--- src/rtl/csa_pkg.sv ---
// Sizing helpers shared by the carry-save reduction pipeline.
package csa_pkg;

   localparam int unsigned MAX_OPS = 8;
   localparam int unsigned MIN_OPS = 3;

   // Operand count remaining after lvl levels of 3:2 compression.
   function automatic int unsigned csa_count(input int unsigned n, input int unsigned lvl);
      int unsigned c;
      c = n;
      for (int unsigned i = 0; i < lvl; i++)
         if (c > 2) c = c - c / 3;
      return c;
   endfunction

   function automatic int unsigned csa_levels(input int unsigned n);
      int unsigned c;
      int unsigned l;
      c = n;
      l = 0;
      for (int unsigned i = 0; i < MAX_OPS; i++)
         if (c > 2) begin
            c = c - c / 3;
            l++;
         end
      return l;
   endfunction

   // Bit offset of level lvl inside a bus that concatenates levels 0..lvl-1.
   function automatic int unsigned csa_offset(input int unsigned n, input int unsigned lvl,
                                              input int unsigned w);
      int unsigned o;
      o = 0;
      for (int unsigned i = 0; i < lvl; i++)
         o += csa_count(n, i) * w;
      return o;
   endfunction

endpackage

--- src/rtl/csa_stage.sv ---
// One registered 3:2 reduction level; leftover operands pass through unchanged.
module csa_stage
   import csa_pkg::*;
#(
   parameter int unsigned N_IN  = 3,
   parameter int unsigned OW    = 8,
   parameter int unsigned TAG_W = 4
) (
   input  logic                                  clk,
   input  logic                                  rst,
   input  logic                                  en,
   input  logic [N_IN*OW-1:0]                    in_vec,
   input  logic                                  in_valid,
   input  logic [TAG_W-1:0]                      in_tag,
   input  logic                                  in_signed,
   output logic [csa_count(N_IN, 1)*OW-1:0]      out_vec,
   output logic                                  out_valid,
   output logic [TAG_W-1:0]                      out_tag,
   output logic                                  out_signed
);

   localparam int unsigned NT = N_IN / 3;
   localparam int unsigned NO = csa_count(N_IN, 1);

   logic [NO*OW-1:0] nxt;

   for (genvar t = 0; t < NT; t++) begin : g_tri
      logic [OW-1:0] s;
      logic [OW-1:0] c;
      logic          unused_c_msb;

      for (genvar i = 0; i < OW; i++) begin : g_bit
         full_adder u_fa (
            .a    (in_vec[(3*t)*OW + i]),
            .b    (in_vec[(3*t+1)*OW + i]),
            .cin  (in_vec[(3*t+2)*OW + i]),
            .s    (s[i]),
            .cout (c[i])
         );
      end

      // Carry weight is doubled; the bit leaving the MSB is discarded (mod 2^OW).
      assign nxt[(2*t)*OW +: OW]   = s;
      assign nxt[(2*t+1)*OW +: OW] = {c[OW-2:0], 1'b0};
      assign unused_c_msb          = c[OW-1];
   end

   for (genvar r = 0; r < N_IN % 3; r++) begin : g_pass
      assign nxt[(2*NT+r)*OW +: OW] = in_vec[(3*NT+r)*OW +: OW];
   end

   always_ff @(posedge clk) begin
      if (rst) begin
         out_valid  <= 1'b0;
         out_vec    <= '0;
         out_tag    <= '0;
         out_signed <= 1'b0;
      end else if (en) begin
         out_valid  <= in_valid;
         out_vec    <= nxt;
         out_tag    <= in_tag;
         out_signed <= in_signed;
      end
   end

endmodule

--- src/rtl/full_adder.sv ---
// Single-bit full adder cell used by the carry-save compressors.
module full_adder (
   input  logic a,
   input  logic b,
   input  logic cin,
   output logic s,
   output logic cout
);

   assign s    = a ^ b ^ cin;
   assign cout = (a & b) | (a & cin) | (b & cin);

endmodule

--- src/rtl/csa_reduce_pipe.sv ---
// Pipelined multi-operand adder: extension register, LEVELS carry-save levels, registered CPA.
module csa_reduce_pipe
   import csa_pkg::*;
#(
   parameter int unsigned WIDTH     = 16,
   parameter int unsigned NUM_OPS   = 4,
   parameter int unsigned TAG_W     = 4,
   parameter int unsigned OUT_WIDTH = WIDTH + $clog2(NUM_OPS)
) (
   input  logic                     clk,
   input  logic                     rst,
   input  logic                     in_valid,
   output logic                     in_ready,
   input  logic [NUM_OPS*WIDTH-1:0] in_ops,
   input  logic                     in_signed,
   input  logic [TAG_W-1:0]         in_tag,
   output logic                     out_valid,
   input  logic                     out_ready,
   output logic [OUT_WIDTH-1:0]     out_sum,
   output logic [TAG_W-1:0]         out_tag
);

   localparam int unsigned LEVELS = csa_levels(NUM_OPS);
   localparam int unsigned BASE   = NUM_OPS * OUT_WIDTH;
   localparam int unsigned BUS_W  = csa_offset(NUM_OPS, LEVELS + 1, OUT_WIDTH) - BASE;
   localparam int unsigned FO     = csa_offset(NUM_OPS, LEVELS, OUT_WIDTH) - BASE;

   logic                 en;
   logic [BASE-1:0]      ext;
   logic [BASE-1:0]      front;
   logic                 f_valid;
   logic [TAG_W-1:0]     f_tag;
   logic                 f_sgn;
   logic [BUS_W-1:0]     bus;
   logic                 s_valid [LEVELS];
   logic [TAG_W-1:0]     s_tag   [LEVELS];
   logic                 s_sgn   [LEVELS];
   logic                 unused_sgn;

   assign en       = !out_valid || out_ready;
   assign in_ready = en;

   always_comb begin
      ext = '0;
      for (int unsigned k = 0; k < NUM_OPS; k++) begin
         ext[k*OUT_WIDTH +: OUT_WIDTH] =
            {{(OUT_WIDTH-WIDTH){in_signed & in_ops[k*WIDTH + WIDTH - 1]}}, in_ops[k*WIDTH +: WIDTH]};
      end
   end

   always_ff @(posedge clk) begin
      if (rst) begin
         f_valid <= 1'b0;
         front   <= '0;
         f_tag   <= '0;
         f_sgn   <= 1'b0;
      end else if (en) begin
         f_valid <= in_valid;
         front   <= ext;
         f_tag   <= in_tag;
         f_sgn   <= in_signed;
      end
   end

   // Level l's vectors occupy a fixed slice of bus; widths shrink level by level.
   for (genvar l = 0; l < LEVELS; l++) begin : g_lvl
      localparam int unsigned NI = csa_count(NUM_OPS, l);
      localparam int unsigned NO = csa_count(NUM_OPS, l + 1);
      localparam int unsigned OO = csa_offset(NUM_OPS, l + 1, OUT_WIDTH) - BASE;

      logic [NI*OUT_WIDTH-1:0] v_in;
      logic                    i_valid;
      logic [TAG_W-1:0]        i_tag;
      logic                    i_sgn;

      if (l == 0) begin : g_src
         assign v_in    = front;
         assign i_valid = f_valid;
         assign i_tag   = f_tag;
         assign i_sgn   = f_sgn;
      end else begin : g_src
         localparam int unsigned IO = csa_offset(NUM_OPS, l, OUT_WIDTH) - BASE;
         assign v_in    = bus[IO +: NI*OUT_WIDTH];
         assign i_valid = s_valid[l-1];
         assign i_tag   = s_tag[l-1];
         assign i_sgn   = s_sgn[l-1];
      end

      csa_stage #(
         .N_IN  (NI),
         .OW    (OUT_WIDTH),
         .TAG_W (TAG_W)
      ) u_stage (
         .clk        (clk),
         .rst        (rst),
         .en         (en),
         .in_vec     (v_in),
         .in_valid   (i_valid),
         .in_tag     (i_tag),
         .in_signed  (i_sgn),
         .out_vec    (bus[OO +: NO*OUT_WIDTH]),
         .out_valid  (s_valid[l]),
         .out_tag    (s_tag[l]),
         .out_signed (s_sgn[l])
      );
   end

   assign unused_sgn = s_sgn[LEVELS-1];

   always_ff @(posedge clk) begin
      if (rst) begin
         out_valid <= 1'b0;
         out_sum   <= '0;
         out_tag   <= '0;
      end else if (en) begin
         out_valid <= s_valid[LEVELS-1];
         out_sum   <= bus[FO +: OUT_WIDTH] + bus[FO+OUT_WIDTH +: OUT_WIDTH];
         out_tag   <= s_tag[LEVELS-1];
      end
   end

endmodule

--- config.mk ---
export PLATFORM = sky130hd
export DESIGN_NAME = csa_reduce_pipe
export DESIGN_NICKNAME = d
export VERILOG_FILES = /design/src/rtl/csa_pkg.sv /design/src/rtl/csa_stage.sv /design/src/rtl/full_adder.sv /design/src/rtl/csa_reduce_pipe.sv
export SDC_FILE = /design/constraint.sdc
export NUM_CORES = 1
export LEC_CHECK = 0
export ABC_AREA = 1
export BUFFER_PORTS_ARGS = -buffer_cell sky130_fd_sc_hd__buf_2
export CAP_MARGIN = 20
export CORE_MARGIN = 5
export CORE_UTILIZATION = 30
export CTS_BUF_LIST = sky130_fd_sc_hd__clkbuf_4 sky130_fd_sc_hd__clkbuf_8 sky130_fd_sc_hd__clkbuf_16
export CTS_CLUSTER_SIZE = 8
export DETAILED_ROUTE_END_ITERATION = 8
export PLACE_DENSITY_LB_ADDON = 0.25
export SLEW_MARGIN = 5
export SYNTH_ARGS = -nofsm -noshare
export SYNTH_HDL_FRONTEND = slang
export SYNTH_SLANG_ARGS = --single-unit
--- constraint.sdc ---
create_clock -name clk -period 4.2 [get_ports clk]
set_input_delay 0.84 -clock clk [delete_from_list [all_inputs] [get_ports clk]]
set_output_delay 0.84 -clock clk [all_outputs]
set_load 0.01 [all_outputs]
==> impl_metrics.toml, run 1 <==
[status]
status = "complete, no violations"

[power]
power.leakage_nw = 4.95
p_switching_mw = 1.08
ir_drop_v = 0.000293
combPwrFrac_pct = 10.2
p_sw_share_pct = 26.2
clock_power_share_pct = 39.9
p_per_area_mw_per_mm2 = 427
seq_power_share_pct = 49.9
intPower_mw = 3.03
power.total_mw = 4.11

[finish]
synthToLayoutAreaGrowth_pct = 15.7
mostFrequentLayoutCell = "nor2_1"
final_net_count = 1262
final_cell_mix = "nor2_1 (344), dfxtp_1 (192), o21ai_0 (156), nand2_1 (110), buf_2 (96)"
antenna_cells = 0
drive_above_1_share_pct = 11.7

[cts]
postCtsResizedCells = 0
cts_tree = "yes"
clockBufferDepth = 2
post_cts.repair.setup_buffers = 0
path_clk_slew_ns = 0.07
cts_root_buf = "clkbuf_16"
insertion_delay_ns = 0.43
cts.sinks = 192
ctsHtreeMaxLevel = 4
cts_buffers = 17
cts_hold_buf = 0

[floorplan]
boundaryPins = 97
die_h_um = 177
rows = 61
initial_utilization_pct = 30.2
die-area_sq_mm = 0.0312
coreArea_sq_mm = 0.0276
die_x_um = 177

[yosys]
synth_area_sq_mm = 0.00832
syn_nets = 1205
syn_inst = 1081
synth_top_area_cell = "dfxtp_1"
ys_seq_area_share_pct = 46.2
yosysWarnings = 0
postSynthRegisterBits = 192
yosysTopAreaCellShare_pct = 46.2
syn_avg_cell_area_sq_um = 7.70
synthTopCellsByArea = "dfxtp_1 (46%), nor2_1 (16%), o21ai_0 (9.4%)"
synth_cell_types = 21

[detailed_routing]
drt_wl_total_um = 17900
postRouteAntennaNets = 0
via_per_inst = 4.23
drc_errors = 0
drt_iter0_markers = 390
num_vias = 6466
firstDrtPassIters = 5
wire_per_inst_um = 11.7

[min_path]
min-delay-path-class = "reg -> reg"

[place]
portBuffers = 96
dp_hpwl_um = 12100
place.gp.congestion = 0.739

[critical_path]
critPathArrivalTime_ns = 1.73
critPathRequiredTime_ns = 3.36
path_cells = "buf_2 -> nor2_4 -> inv_6 -> buf_2"
critical_path_peak_fanout = 90
crit_family = "buffers and inverters"
cp-end-kind = "output port"
crit_slowest_cell = "inv_6"
crit_type = "in -> out"
worstSetupStartpointType = "primary input"
critPathBufInv = 3
critical_path.max_stage_delay_ns = 0.47
crit_path_frequent_cell = "buf_2"

[grt]
grt_pass1_vias = 6122
grt_overflow = 0
grt_pass1_wl_um = 30000
antenna_found_initial = 0
gr-usage-all-layers_pct = 11.7
grt_max_degree = 180

[timing]
hold_viol = 0
worstMarginPinSlew_ns = 0.924
setup_tns_ns = 0
min_period_ns = 2.57
relSlewSlack_pct = 38.4
setup-violations-final = 0
clock_skew_ns = 0.00927
rsz0062_at_grt = "false"
min_period_over_period_pct = 61.3
max_freq_mhz = 388
drv_slew = 0

[run]
drv_cap = 0
==> path summary, 6_finish.rpt <==
path | slack (ns) | cells past startpoint | from | endpoint
setup / recovery | 1.63 | 4 | out_ready | in_ready
hold / removal | 0.47 | 2 | front[69]$_SDFFE_PP0P_ | front[69]$_SDFFE_PP0P_
setup reg to reg | 2.30 | 6 | out_valid$_SDFFE_PP0P_ | g_lvl[1].u_stage.out_vec[14]$_SDFFE_PP0P_
hold reg to reg | 0.47 | 2 | front[69]$_SDFFE_PP0P_ | front[69]$_SDFFE_PP0P_
==> per-layer routing <==
layer / GRT usage [%] / vias up / share of wire [%]
met1: 17.4 / 2818 / 55
li1: - / 3528 / -
met2: 16.8 / 103 / 41
met5: 0 / - / 0
met3: 2.14 / 17 / 3.0
met4: 4.48 / 0 / 1.6
==> synth_stat cells, drive strengths merged <==
library cell,number
buf,52
dfxtp,192
or2,2
nand2,110
nor2,345
xnor2,6
o21bai,3
nand3,30
o21ai,179
ha,17
clkbuf,10
o211ai,4
nand3b,2
nor3,4
inv,74
a21oi,17
fa,34
==> worst reg2reg max path, cell delays in order, from the launching register on <==
cell	delay (ns)
dfxtp_1	0.31
inv_1	0.08
nor2_4	0.06
inv_6	0.47
buf_4	0.69
nor2_1	0.12
nor2_1	0.12
==> cell families after synthesis <==
logic type,synth area share [%]
simple gates,23.0
compound gates,12.4
flops,46.2
buf+inv,7.01
fa+ha+maj,10.7
xor+xnor,0.632
==> sequential cells by signal, indices dropped and copies added (netlist names) <==
signal and flops:
out_tag 4, g_lvl.u_stage.out_tag 8, f_valid 1, g_lvl.u_stage.out_vec 86, front 68, g_lvl.u_stage.out_valid 2, out_valid 1, out_sum 18
f_tag 4
==> metrics by stage <==
step	hold slack (ns)	setup WS, ns	cell area [sq um]	utilization, %	std cells
after global routing	0.505	1.54	9630	34.9	1529
after global placement	0.457	1.59	9030	32.8	1497
after detailed placement	0.466	1.60	9030	32.8	1497
final	0.472	1.63	9630	34.9	1529
after CTS	0.476	1.60	9630	34.9	1529
after floorplan	0.440	2.08	8320	-	1081
==> cell type report <==
type	instances	area (sq um)
sequential	192	3840
tap	378	473
clock buffer	17	425
timing repair buffer	100	536
clock inverter	15	173
multi-input combinational	753	3890
inverter	74	285
fill	2978	17900
==> power groups by stage <==
| stage | sequential [mW] | combinational [mW] | clock, mW |
|---|---|---|---|
| after floorplan | 2.09 | 0.277 | 0 |
| after global placement | 2.09 | 0.423 | 0 |
| after detailed placement | 2.10 | 0.428 | 0 |
| after CTS | 2.06 | 0.430 | 1.69 |
| after global routing | 2.07 | 0.501 | 1.75 |
| final | 2.05 | 0.420 | 1.64 |
Note: power is estimated with default switching activity, not from simulation.
==> run 2: changes to the inputs <==
==> constraint.sdc (replaced) <==
create_clock -name clk -period 2.45 [get_ports clk]
set_input_delay 0.49 -clock clk [delete_from_list [all_inputs] [get_ports clk]]
set_output_delay 0.49 -clock clk [all_outputs]
set_load 0.01 [all_outputs]
==> run 2 against run 1 <==
Against the previous run:
- wire length increased by 2.0%
- die area unchanged
- sequential share of layout area decreased by 0.40 points
- final cell count increased by 0.46%
- register-to-register slack got worse by 1.6 ns
- critical endpoint unchanged
- core utilization increased by 0.35 points
==> impl_metrics.toml, run 2 (synthesis results as in run 1) <==
[status]
status = "complete, no violations"

[timing]
setup_ws_ns = 0.612
hold-worst-slack_ns = 0.307
rsz0062_at_grt = "false"
hold_viol = 0
max_freq_mhz = 544
worstMarginPinSlew_ns = 0.650
drv_slew = 0
relSlewSlack_pct = 56.6
setup-violations-final = 0
min_period_ns = 1.84
setup_tns_ns = 0
clock_skew_ns = 0.00785
min_period_over_period_pct = 75.0

[floorplan]
die-area_sq_mm = 0.0312
rows = 61
boundaryPins = 97
die_x_um = 177
initial_utilization_pct = 30.2
die_h_um = 177
coreArea_sq_mm = 0.0276

[finish]
final_cell_mix = "nor2_1 (344), dfxtp_1 (192), o21ai_0 (156), nand2_1 (110), buf_2 (96)"
largest_reg_flops = 86
mostFrequentLayoutCell = "nor2_1"
reg.largest.list = "g_lvl.u_stage.out_vec (86), front (68), out_sum (18)"
final_net_count = 1269
antenna_cells = 0
final_core_util_pct = 35.3
nFillCells = 2954
synthToLayoutAreaGrowth_pct = 16.9
drive_above_1_share_pct = 12.3
top_register = "g_lvl.u_stage.out_vec"

[grt]
grt_pass1_wl_um = 31000
grt_max_degree = 103
gr-usage-all-layers_pct = 12.1
grt_pass1_vias = 6225
grt_overflow = 0
antenna_found_initial = 0

[power]
ir_drop_v = 0.000456
p_sw_share_pct = 25.8
power.leakage_nw = 5.01
combPwrFrac_pct = 10.4
clock_power_share_pct = 39.9
intPower_mw = 5.25
p_switching_mw = 1.82
p_per_area_mw_per_mm2 = 728
seq_power_share_pct = 49.7

[detailed_routing]
postRouteAntennaNets = 0
wl_met3_um = 617
firstDrtPassIters = 5
wire_per_inst_um = 11.9
drt_iter0_markers = 330
drc_errors = 0
wl_met2_um = 7440
drt_wl_total_um = 18200
num_vias = 6542
drt-met1-wl_um = 9940
via_per_inst = 4.26
highest_layer = "met4"

[critical_path]
critical_path_peak_fanout = 36
crit_slowest_cell = "dfxtp_1"
critPathBufInv = 3
critPathArrivalTime_ns = 1.35
path_cells = "inv_1 -> nor2_4 -> inv_6 -> buf_2"
worstSetupStartpointType = "flip-flop"
critical_path.max_stage_delay_ns = 0.31
crit_type = "reg -> out"
cp-end-kind = "output port"
crit_family = "buffers and inverters"
critPathRequiredTime_ns = 1.96

[place]
place.gp.congestion = 0.801
place_ws_ns = 0.660
portBuffers = 96
dp_hpwl_um = 12900

[cts]
cts_root_buf = "clkbuf_16"
insertion_delay_ns = 0.42
clockBufferDepth = 2
post_cts.repair.setup_buffers = 0
path_clk_slew_ns = 0.07
postCtsResizedCells = 0
cts_buffers = 17
cts.sinks = 192
cts_tree = "yes"
cts_hold_buf = 0
ctsHtreeMaxLevel = 4

[run]
drv_cap = 0

[min_path]
min-delay-path-class = "in -> reg"
==> run 2: path summary, 6_finish.rpt <==
path | startpoint | cells past startpoint | slack [ns] | to
setup / recovery | out_valid$_SDFFE_PP0P_ | 4 | 0.61 | in_ready
hold / removal | in_ops[33] | 3 | 0.31 | front[37]$_SDFFE_PP0P_
setup reg to reg | g_lvl[1].u_stage.out_vec[1]$_SDFFE_PP0P_ | 12 | 0.68 | out_sum[13]$_SDFFE_PP0P_
hold reg to reg | front[69]$_SDFFE_PP0P_ | 2 | 0.46 | front[69]$_SDFFE_PP0P_
==> run 2: worst reg2reg max path, stage by stage (launching register included) <==
cell and delay, ns:
dfxtp_1 0.32, ha_1 0.22, fa_1 0.40, nand2_1 0.08
nand2_1 0.08, nand3_1 0.11, nand2_1 0.10, nand2_1 0.10
nand2_1 0.05, nand2_1 0.05, nand3_1 0.06, nand2_1 0.06
inv_1 0.03
==> run 2: power groups by stage <==
stage	Sequential (mW)	Combinational [mW]	Clock, mW
after global placement	3.59	0.745	0
after floorplan	3.58	0.475	0
after detailed placement	3.60	0.747	0
after CTS	3.52	0.750	2.91
after global routing	3.55	0.868	3.06
final	3.52	0.736	2.82
==> run 2: final cells by class <==
cell class | count | area, sq um | area share (%)
multi-input cells | 753 | 3890 | 40.0
flip-flops and latches | 192 | 3840 | 39.5
repair buffers | 107 | 626 | 6.43
well taps | 378 | 473 | 4.86
clock buffers | 20 | 454 | 4.67
inverters | 74 | 285 | 2.93
clock inverters | 12 | 150 | 1.54
==> run 2: per-layer routing <==
layer  track usage (%)  vias up
met4              3.64        0
met1              17.7     2891
met3              2.76       15
li1                  -     3542
met5                 0        -
met2              17.7       94
==> run 2: through the flow <==
stage | instance area [sq um] | power, mW | std cells
finish | 9720 | 7.08 | 1536
global route | 9720 | 7.48 | 1536
CTS | 9720 | 7.18 | 1536
detailed placement | 9120 | 4.34 | 1504
global placement | 9120 | 4.33 | 1504
floorplan | 8320 | 4.05 | 1081
